**src/rtl/butterfly_result_writer_if.sv**
```systemverilog
// Handshake bundle between the butterfly, the result writer and data memory.
// slave = writer view, master = driver/memory view.
interface butterfly_result_writer_if #(
    parameter int DATA_W = 16,
    parameter int ADDR_W = 8
);
    logic              in_valid;
    logic              in_ready;
    logic              complx_control;
    logic [DATA_W-1:0] A_res;
    logic [DATA_W-1:0] B_res;
    logic [DATA_W-1:0] iA_res;
    logic [DATA_W-1:0] iB_res;
    logic [ADDR_W-1:0] idx_a;
    logic [ADDR_W-1:0] idx_b;
    logic              mem_we;
    logic [ADDR_W-1:0] mem_addr;
    logic [DATA_W-1:0] mem_wdata;
    logic              mem_ready;
    logic              busy;
    logic              done;

    modport slave (
        input  in_valid, complx_control, A_res, B_res, iA_res, iB_res,
               idx_a, idx_b, mem_ready,
        output in_ready, mem_we, mem_addr, mem_wdata, busy, done
    );

    modport master (
        output in_valid, complx_control, A_res, B_res, iA_res, iB_res,
               idx_a, idx_b, mem_ready,
        input  in_ready, mem_we, mem_addr, mem_wdata, busy, done
    );
endinterface

```
**src/rtl/butterfly_result_writer.sv**
```systemverilog
// Serialises one butterfly result set into memory writes (A, iA, B, iB).
// Define BFLY_SCALE_EN to halve every written word with rounding.
module butterfly_result_writer #(
    parameter int DATA_W      = 16,
    parameter int ADDR_W      = 8,
    parameter int IMAG_OFFSET = 128
) (
    input  logic                       clk,
    input  logic                       rst,
    butterfly_result_writer_if.slave   bus
);
    typedef enum logic [2:0] {IDLE, WR_AR, WR_AI, WR_BR, WR_BI} state_t;

    localparam logic [ADDR_W-1:0] IMAG_OFF = ADDR_W'(IMAG_OFFSET);

    state_t            state_reg, state_next;
    logic [DATA_W-1:0] a_reg, ia_reg, b_reg, ib_reg;
    logic [ADDR_W-1:0] idx_a_reg, idx_b_reg;
    logic              cplx_reg;
    logic              mem_we_reg, mem_we_next;
    logic [ADDR_W-1:0] addr_reg, addr_next;
    logic [DATA_W-1:0] wdata_reg, wdata_next;
    logic              done_reg, done_next;
    logic              capture;

    function automatic logic [DATA_W-1:0] scale(input logic [DATA_W-1:0] x);
`ifdef BFLY_SCALE_EN
        logic [DATA_W:0] s;
        s = {x[DATA_W-1], x} + (DATA_W+1)'(1);
        return s[DATA_W:1];
`else
        return x;
`endif
    endfunction

    assign capture = bus.in_valid && (state_reg == IDLE);

    always_ff @(posedge clk) begin
        if (rst) begin
            state_reg  <= IDLE;
            a_reg      <= '0;
            ia_reg     <= '0;
            b_reg      <= '0;
            ib_reg     <= '0;
            idx_a_reg  <= '0;
            idx_b_reg  <= '0;
            cplx_reg   <= 1'b0;
            mem_we_reg <= 1'b0;
            addr_reg   <= '0;
            wdata_reg  <= '0;
            done_reg   <= 1'b0;
        end else begin
            state_reg  <= state_next;
            mem_we_reg <= mem_we_next;
            addr_reg   <= addr_next;
            wdata_reg  <= wdata_next;
            done_reg   <= done_next;
            if (capture) begin
                a_reg     <= scale(bus.A_res);
                ia_reg    <= scale(bus.iA_res);
                b_reg     <= scale(bus.B_res);
                ib_reg    <= scale(bus.iB_res);
                idx_a_reg <= bus.idx_a;
                idx_b_reg <= bus.idx_b;
                cplx_reg  <= bus.complx_control;
            end
        end
    end

    // A write state advances only on the edge where the memory accepts it
    always_comb begin
        state_next = state_reg;
        case (state_reg)
            IDLE:    if (bus.in_valid)  state_next = WR_AR;
            WR_AR:   if (bus.mem_ready) state_next = cplx_reg ? WR_AI : WR_BR;
            WR_AI:   if (bus.mem_ready) state_next = WR_BR;
            WR_BR:   if (bus.mem_ready) state_next = cplx_reg ? WR_BI : IDLE;
            WR_BI:   if (bus.mem_ready) state_next = IDLE;
            default: state_next = IDLE;
        endcase
    end

    // Address/data load only when entering a new write state, so they hold during stalls
    always_comb begin
        mem_we_next = (state_next != IDLE);
        done_next   = (state_reg != IDLE) && (state_next == IDLE);
        addr_next   = addr_reg;
        wdata_next  = wdata_reg;
        if (capture) begin
            addr_next  = bus.idx_a;
            wdata_next = scale(bus.A_res);
        end else if (state_next != state_reg) begin
            case (state_next)
                WR_AI: begin
                    addr_next  = idx_a_reg + IMAG_OFF;
                    wdata_next = ia_reg;
                end
                WR_BR: begin
                    addr_next  = idx_b_reg;
                    wdata_next = b_reg;
                end
                WR_BI: begin
                    addr_next  = idx_b_reg + IMAG_OFF;
                    wdata_next = ib_reg;
                end
                default: begin
                    addr_next  = addr_reg;
                    wdata_next = wdata_reg;
                end
            endcase
        end
    end

    assign bus.in_ready  = (state_reg == IDLE);
    assign bus.busy      = (state_reg != IDLE);
    assign bus.mem_we    = mem_we_reg;
    assign bus.mem_addr  = addr_reg;
    assign bus.mem_wdata = wdata_reg;
    assign bus.done      = done_reg;
endmodule

```
**src/flat_wrapper.sv**
```systemverilog
// flat-port wrapper written by rule: the top's interface ports become plain ports
module butterfly_result_writer_flat 
#(
    parameter int DATA_W      = 16,
    parameter int ADDR_W      = 8,
    parameter int IMAG_OFFSET = 128
)
  (clk, rst, bus_in_valid, bus_complx_control, bus_A_res, bus_B_res, bus_iA_res, bus_iB_res, bus_idx_a, bus_idx_b, bus_mem_ready, bus_in_ready, bus_mem_we, bus_mem_addr, bus_mem_wdata, bus_busy, bus_done);
  butterfly_result_writer_if #(.DATA_W(DATA_W), .ADDR_W(ADDR_W)) bus_i ();
  input  logic clk;
  input  logic rst;
  input wire logic [$bits(bus_i.in_valid)-1:0] bus_in_valid;
  input wire logic [$bits(bus_i.complx_control)-1:0] bus_complx_control;
  input wire logic [$bits(bus_i.A_res)-1:0] bus_A_res;
  input wire logic [$bits(bus_i.B_res)-1:0] bus_B_res;
  input wire logic [$bits(bus_i.iA_res)-1:0] bus_iA_res;
  input wire logic [$bits(bus_i.iB_res)-1:0] bus_iB_res;
  input wire logic [$bits(bus_i.idx_a)-1:0] bus_idx_a;
  input wire logic [$bits(bus_i.idx_b)-1:0] bus_idx_b;
  input wire logic [$bits(bus_i.mem_ready)-1:0] bus_mem_ready;
  output wire logic [$bits(bus_i.in_ready)-1:0] bus_in_ready;
  output wire logic [$bits(bus_i.mem_we)-1:0] bus_mem_we;
  output wire logic [$bits(bus_i.mem_addr)-1:0] bus_mem_addr;
  output wire logic [$bits(bus_i.mem_wdata)-1:0] bus_mem_wdata;
  output wire logic [$bits(bus_i.busy)-1:0] bus_busy;
  output wire logic [$bits(bus_i.done)-1:0] bus_done;
  assign bus_i.in_valid = bus_in_valid;
  assign bus_i.complx_control = bus_complx_control;
  assign bus_i.A_res = bus_A_res;
  assign bus_i.B_res = bus_B_res;
  assign bus_i.iA_res = bus_iA_res;
  assign bus_i.iB_res = bus_iB_res;
  assign bus_i.idx_a = bus_idx_a;
  assign bus_i.idx_b = bus_idx_b;
  assign bus_i.mem_ready = bus_mem_ready;
  assign bus_in_ready = bus_i.in_ready;
  assign bus_mem_we = bus_i.mem_we;
  assign bus_mem_addr = bus_i.mem_addr;
  assign bus_mem_wdata = bus_i.mem_wdata;
  assign bus_busy = bus_i.busy;
  assign bus_done = bus_i.done;
  butterfly_result_writer #(.DATA_W(DATA_W), .ADDR_W(ADDR_W), .IMAG_OFFSET(IMAG_OFFSET)) u_core (.clk(clk), .rst(rst), .bus(bus_i));
endmodule
```
**config.mk**
```make
export PLATFORM = sky130hd
export DESIGN_NAME = butterfly_result_writer_flat
export DESIGN_NICKNAME = d
export VERILOG_FILES = /design/src/rtl/butterfly_result_writer_if.sv /design/src/rtl/butterfly_result_writer.sv /design/src/flat_wrapper.sv
export SDC_FILE = /design/constraint.sdc
export NUM_CORES = 1
export LEC_CHECK = 0
export BUFFER_PORTS_ARGS = -buffer_cell sky130_fd_sc_hd__buf_2
export CAP_MARGIN = 20
export CORE_MARGIN = 5
export CORE_UTILIZATION = 33
export CTS_CLUSTER_DIAMETER = 40
export DETAILED_ROUTE_END_ITERATION = 12
export PLACE_DENSITY = 0.65
export SLEW_MARGIN = 20
export SYNTH_ARGS = -nofsm -noshare
export SYNTH_HDL_FRONTEND = slang
export SYNTH_SLANG_ARGS = --single-unit
export TNS_END_PERCENT = 10
```
**constraint.sdc**
```tcl
create_clock -name clk -period 2.6 [get_ports clk]
set_clock_uncertainty 0.1 [all_clocks]
set_input_delay 0.26 -clock clk [delete_from_list [all_inputs] [get_ports clk]]
set_output_delay 0.26 -clock clk [all_outputs]
set_load 0.005 [all_outputs]
```
==> impl_metrics.ini, run 1 <==
[placed_design]
place_ws_ns = 0.348
dp_hpwl_um = 8280
port_buffers = 112
place_area_mm2 = 0.00466
place_congestion = 0.808

[cells_and_area]
final_cell_mix = 133 x nand2_1, 111 x buf_2, 94 x dfxtp_1
syn_to_final_growth_pct = 23.4
layout_commonest_cell = nand2_1
nFillCells = 1251
fin_area_mm2 = 0.00498
final_util = 0.415
antenna_cells = 0
nNetsFinal = 681
drive_gt1_frac = 0.258

[clocking]
cts_root_buf = clkbuf_16
cts.repair.resized = 0
clock-sinks = 94
cts_tree = yes
clk_latency_ns = 0.34
cts_hold_buf = 0
postCtsSetupRepairBufs = 0
h-tree-depth = 3
cts.path.max_buffers = 2
clkSlewWorstSetupHoldPaths_ns = 0.07
cts_buffers = 9

[routing]
wl_met3_um = 869
vias = 3848
drt-total-wl_um = 11600
dr.max_layer_used = met4
drt_iter0_drc = 294
wl_per_cell_um = 15.5
drc = 0
ant_nets = 0
route.met2.wl_um = 5630
routed_via_density = 5.15
drtPass1Iterations = 5
wl_met1_um = 5010

[grt]
grt_pass1_vias = 3739
grt_max_degree = 52
grtUsageTotal = 0.158
antenna_found_initial = 0
grt-ovfl-total = 0
grt_pass1_wl_um = 18400

[synth]
syn-num-nets = 586
synth_area_mm2 = 0.00404
ys_ff_latch = 94
synth-edff-count = 0
yosysSeqAreaShare = 0.466
ys.flop_type = dfxtp_1
syn_inst = 501
ys_types = 47
synthArstFlopShare = 0
avgSynthCellArea_um2 = 8.06
yosysWarnings = 0

[timing]
drv_slew = 0
fin_tns_setup_ns = 0
post-route-period-util = 0.870
setup_viol = 0
tightest_slew_ns = 0.972
period_needed_ns = 2.26
relSlewSlack = 0.347
setup_ws_ns = 0.337
rsz0062_at_grt = no
hold_viol_final = 0
fmax_ghz = 0.442

[pwr]
vdd_drop_max_mv = 0.315
powerDensity_mw_per_mm2 = 755
leakagePower_nw = 2.05
total_power_mw = 3.76

[worst_setup_path]
crit_slowest_cell = o311a_1
required_ns = 2.74
setup.worst_path.class = reg -> reg
cp-end-kind = flip-flop
crit_chain = nor2b_1 -> o311a_1 -> and2_1 -> o21ai_1 -> a211oi_1
crit_family = compound AO/OA/AOI/OAI gates
path_buf_inv = 0
slowest_delay_ns = 0.69
arrival_ns = 2.41
crit_path_max_fanout = 18
start_kind = flip-flop

[floorplan]
pin_count = 113
coreArea_mm2 = 0.0120
initial_core_util = 0.336
die_y_um = 121
die-area_mm2 = 0.0145
die_x_um = 121
num_rows = 40

[job]
cap_violations = 0

[worst_hold_path]
hp-class = in -> reg

[outcome]
outcome = complete, no violations
## cells by family (layout without fill, tap and decap cells)
group	Yosys count	after routing	synth area share
xor+xnor	4	4	0.00868
simple gates	215	215	0.246
buf+inv	45	144	0.0611
compound gates	142	142	0.215
flops	94	94	0.466
mux	1	1	0.00248
## final cells by class
class	instances	area, um2	area share
inverter	4	15.0	0.00301
multi-input combinational	362	1910	0.383
tap	147	184	0.0369
timing repair buffer	125	673	0.135
sequential	94	1880	0.378
clock buffer	9	225	0.0452
clock inverter	6	93.8	0.0188
## power by group
group / internal [mW] / switching (mW) / total [mW]
Combinational: 0.289 / 0.405 / 0.693
Sequential: 1.58 / 0.0881 / 1.67
Clock: 0.845 / 0.553 / 1.40
Total: 2.71 / 1.05 / 3.76
## worst paths after layout
| path | from | cells past startpoint | slack [ns] | endpoint |
|---|---|---|---|---|
| worst min register to register | u_core.ib_reg[7]$_SDFFE_PP0P_ | 2 | 0.35 | u_core.ib_reg[7]$_SDFFE_PP0P_ |
| worst max register to register | u_core.state_reg[1]$_SDFF_PP0_ | 5 | 0.34 | u_core.bus.mem_wdata[5]$_SDFFE_PP0P_ |
| worst min-delay path | bus_iA_res[5] | 3 | 0.06 | u_core.ia_reg[5]$_SDFFE_PP0P_ |
| worst max-delay path | u_core.state_reg[1]$_SDFF_PP0_ | 5 | 0.34 | u_core.bus.mem_wdata[5]$_SDFFE_PP0P_ |
## tightest hold or removal path, delay by kind of cell
kind,cells,cell delay [ns]
buffers and inverters,1,0.10
AND/OR/NAND/NOR,1,0.05
AO/OA/AOI/OAI,1,0.05
## stage by stage
step | std cells | hold WS (ns)
after global routing | 747 | 0.0456
after floorplan | 501 | 0.296
final | 747 | 0.0559
after detailed placement | 732 | 0.344
after global placement | 732 | 0.337
after CTS | 747 | 0.0414
## Yosys cell counts (2+ instances only)
cell / count / share of area
xnor2_1: 3 / 0.0065
inv_2: 2 / 0.0019
nor2b_1: 3 / 0.0047
nor3b_1: 2 / 0.0037
nor3_1: 13 / 0.016
a221o_1: 7 / 0.017
inv_1: 2 / 0.0019
a21oi_1: 79 / 0.098
or3_1: 2 / 0.0031
dfxtp_1: 94 / 0.47
nor4_1: 9 / 0.014
a32oi_1: 3 / 0.0065
o21ai_0: 14 / 0.017
clkbuf_1: 15 / 0.014
nand3_1: 6 / 0.0074
buf_1: 4 / 0.0037
a221oi_1: 6 / 0.013
buf_6: 6 / 0.017
nor3b_2: 3 / 0.0093
a22oi_1: 7 / 0.013
and2_1: 4 / 0.0062
o22ai_1: 2 / 0.0031
a21boi_0: 7 / 0.013
nor2_1: 21 / 0.020
buf_2: 11 / 0.014
o21ai_1: 2 / 0.0025
nand2b_1: 12 / 0.019
a211oi_1: 7 / 0.013
buf_4: 5 / 0.0093
nand2_1: 133 / 0.12
## metal layers
layer	track usage	vias to the layer above
met3	0.0412	8
li1	-	1920
met1	0.204	1784
met4	0.0482	0
met5	0	-
met2	0.259	136
(Power assumes the default switching activity.)
==> inputs of run 2 (changes only) <==
Settings changed: REMOVE_ABC_BUFFERS set to 1.
==> run 2 against run 1 <==
Effect of this change: design area decreased by 0.78%; fmax shrank 0.92%; die area unchanged; count of clock-buffer cells in the layout unchanged; critical path depth did not move; clock power decreased by 9%; power down 3.7%; sequential power about the same; setup slack worse by 0.021 ns.
==> impl_metrics.ini, run 2 (synthesis gave the netlist of run 1 again) <==
[routing]
vias = 3744
drtPass1Iterations = 5
drt_iter0_drc = 233
drt-total-wl_um = 11100
routed_via_density = 5.01
wl_per_cell_um = 14.8
ant_nets = 0
drc = 0

[cells_and_area]
final_cell_mix = 133 x nand2_1, 111 x buf_2, 94 x dfxtp_1
antenna_cells = 0
fin_area_mm2 = 0.00494
layout_commonest_cell = nand2_1
multiInputGateArea_mm2 = 0.00191
final_cells = 747
nNetsFinal = 680
final-seq-area_mm2 = 0.00188
nFillCells = 1292
drive_gt1_frac = 0.258
syn_to_final_growth_pct = 22.4

[outcome]
outcome = complete, no violations

[grt]
grt_pass1_wl_um = 17800
grt_max_degree = 83
grt_pass1_vias = 3699
grtUsageTotal = 0.152
grt-ovfl-total = 0
antenna_found_initial = 0

[timing]
setup_ws_ns = 0.316
fmax_ghz = 0.438
post-route-period-util = 0.879
drv_slew = 0
rsz0062_at_grt = no
hold_viol_final = 0
tightest_slew_ns = 0.956
relSlewSlack = 0.358
setup_viol = 0
period_needed_ns = 2.28

[placed_design]
place_inst = 731
place_congestion = 0.798
port_buffers = 112
place_ws_ns = 0.312
place_area_mm2 = 0.00465
dp_hpwl_um = 7820

[pwr]
vdd_drop_max_mv = 0.365
leakagePower_nw = 2.04
powerDensity_mw_per_mm2 = 732

[worst_setup_path]
arrival_ns = 2.44
start_kind = flip-flop
crit_chain = nor2b_1 -> o311a_1 -> and2_1 -> o21ai_1 -> a211oi_1
crit_slowest_cell = o311a_1
reg2reg_slack_ns = 0.32
crit_family = compound AO/OA/AOI/OAI gates
slowest_delay_ns = 0.74
crit_path_max_fanout = 18
required_ns = 2.76
setup.worst_path.class = reg -> reg
path_buf_inv = 0
cp-end-kind = flip-flop

[clocking]
h-tree-depth = 3
cts_buffers = 9
cts.repair.resized = 0
clk_latency_ns = 0.34
clkSlewWorstSetupHoldPaths_ns = 0.07
cts_hold_buf = 0
cts_root_buf = clkbuf_16
cts.path.max_buffers = 2
cts_tree = yes
clock-sinks = 94
postCtsSetupRepairBufs = 0

[floorplan]
num_rows = 40
coreArea_mm2 = 0.0120
die_y_um = 121
die-area_mm2 = 0.0145
pin_count = 113
initial_core_util = 0.336
die_x_um = 121

[job]
cap_violations = 0

[worst_hold_path]
hp-class = in -> reg
run 2: changes by cell type in the layout (fill, tap and decap cells not counted):
cell       previous run  this run
bufinv_16             2         0
buf_4                13        12
clkinv_4              1         2
inv_6                 2         3
inv_8                 0         1
run 2: final timing paths:
check,startpoint,endpoint,depth (start not counted)
setup / recovery,u_core.state_reg[1]$_SDFF_PP0_,u_core.bus.mem_wdata[5]$_SDFFE_PP0P_,5
hold / removal,bus_iA_res[3],u_core.ia_reg[3]$_SDFFE_PP0P_,3
setup reg to reg,u_core.state_reg[1]$_SDFF_PP0_,u_core.bus.mem_wdata[5]$_SDFFE_PP0P_,5
hold reg to reg,u_core.ib_reg[4]$_SDFFE_PP0P_,u_core.ib_reg[4]$_SDFFE_PP0P_,2
run 2: stage by stage:
step	power, mW	TNS [ns]	util	hold WS, ns
after CTS	3.66	0	0.411	0.0377
after global routing	3.82	0	0.411	0.0403
after global placement	2.37	0	0.388	0.338
after detailed placement	2.39	0	0.388	0.341
after floorplan	2.07	-30.86	-	0.229
final	3.62	0	0.411	0.0485
run 2: report_power, final:
| part | switching, mW | internal [mW] |
|---|---|---|
| Sequential | 0.0837 | 1.58 |
| Combinational | 0.397 | 0.289 |
| Clock | 0.603 | 0.669 |
run 2: cell type report:
type,instances,share of cell area
clock buffer,9,0.0456
clock inverter,7,0.0127
inverter,4,0.00304
multi-input combinational,362,0.386
sequential,94,0.381
tap,147,0.0372
timing repair buffer,124,0.135
run 2: metal layers:
layer / routed length, um / track usage / share of wire
met1: 5130 / 0.200 / 0.46
met2: 5140 / 0.243 / 0.46
met3: 677 / 0.0407 / 0.061
met4: 123 / 0.0503 / 0.011
met5: 0 / 0 / 0
run 2: tightest hold or removal path, delay by kind of cell:
kind / cells / cell delay [ns]
buffers and inverters: 1 / 0.09
AND/OR/NAND/NOR: 1 / 0.05
AO/OA/AOI/OAI: 1 / 0.05
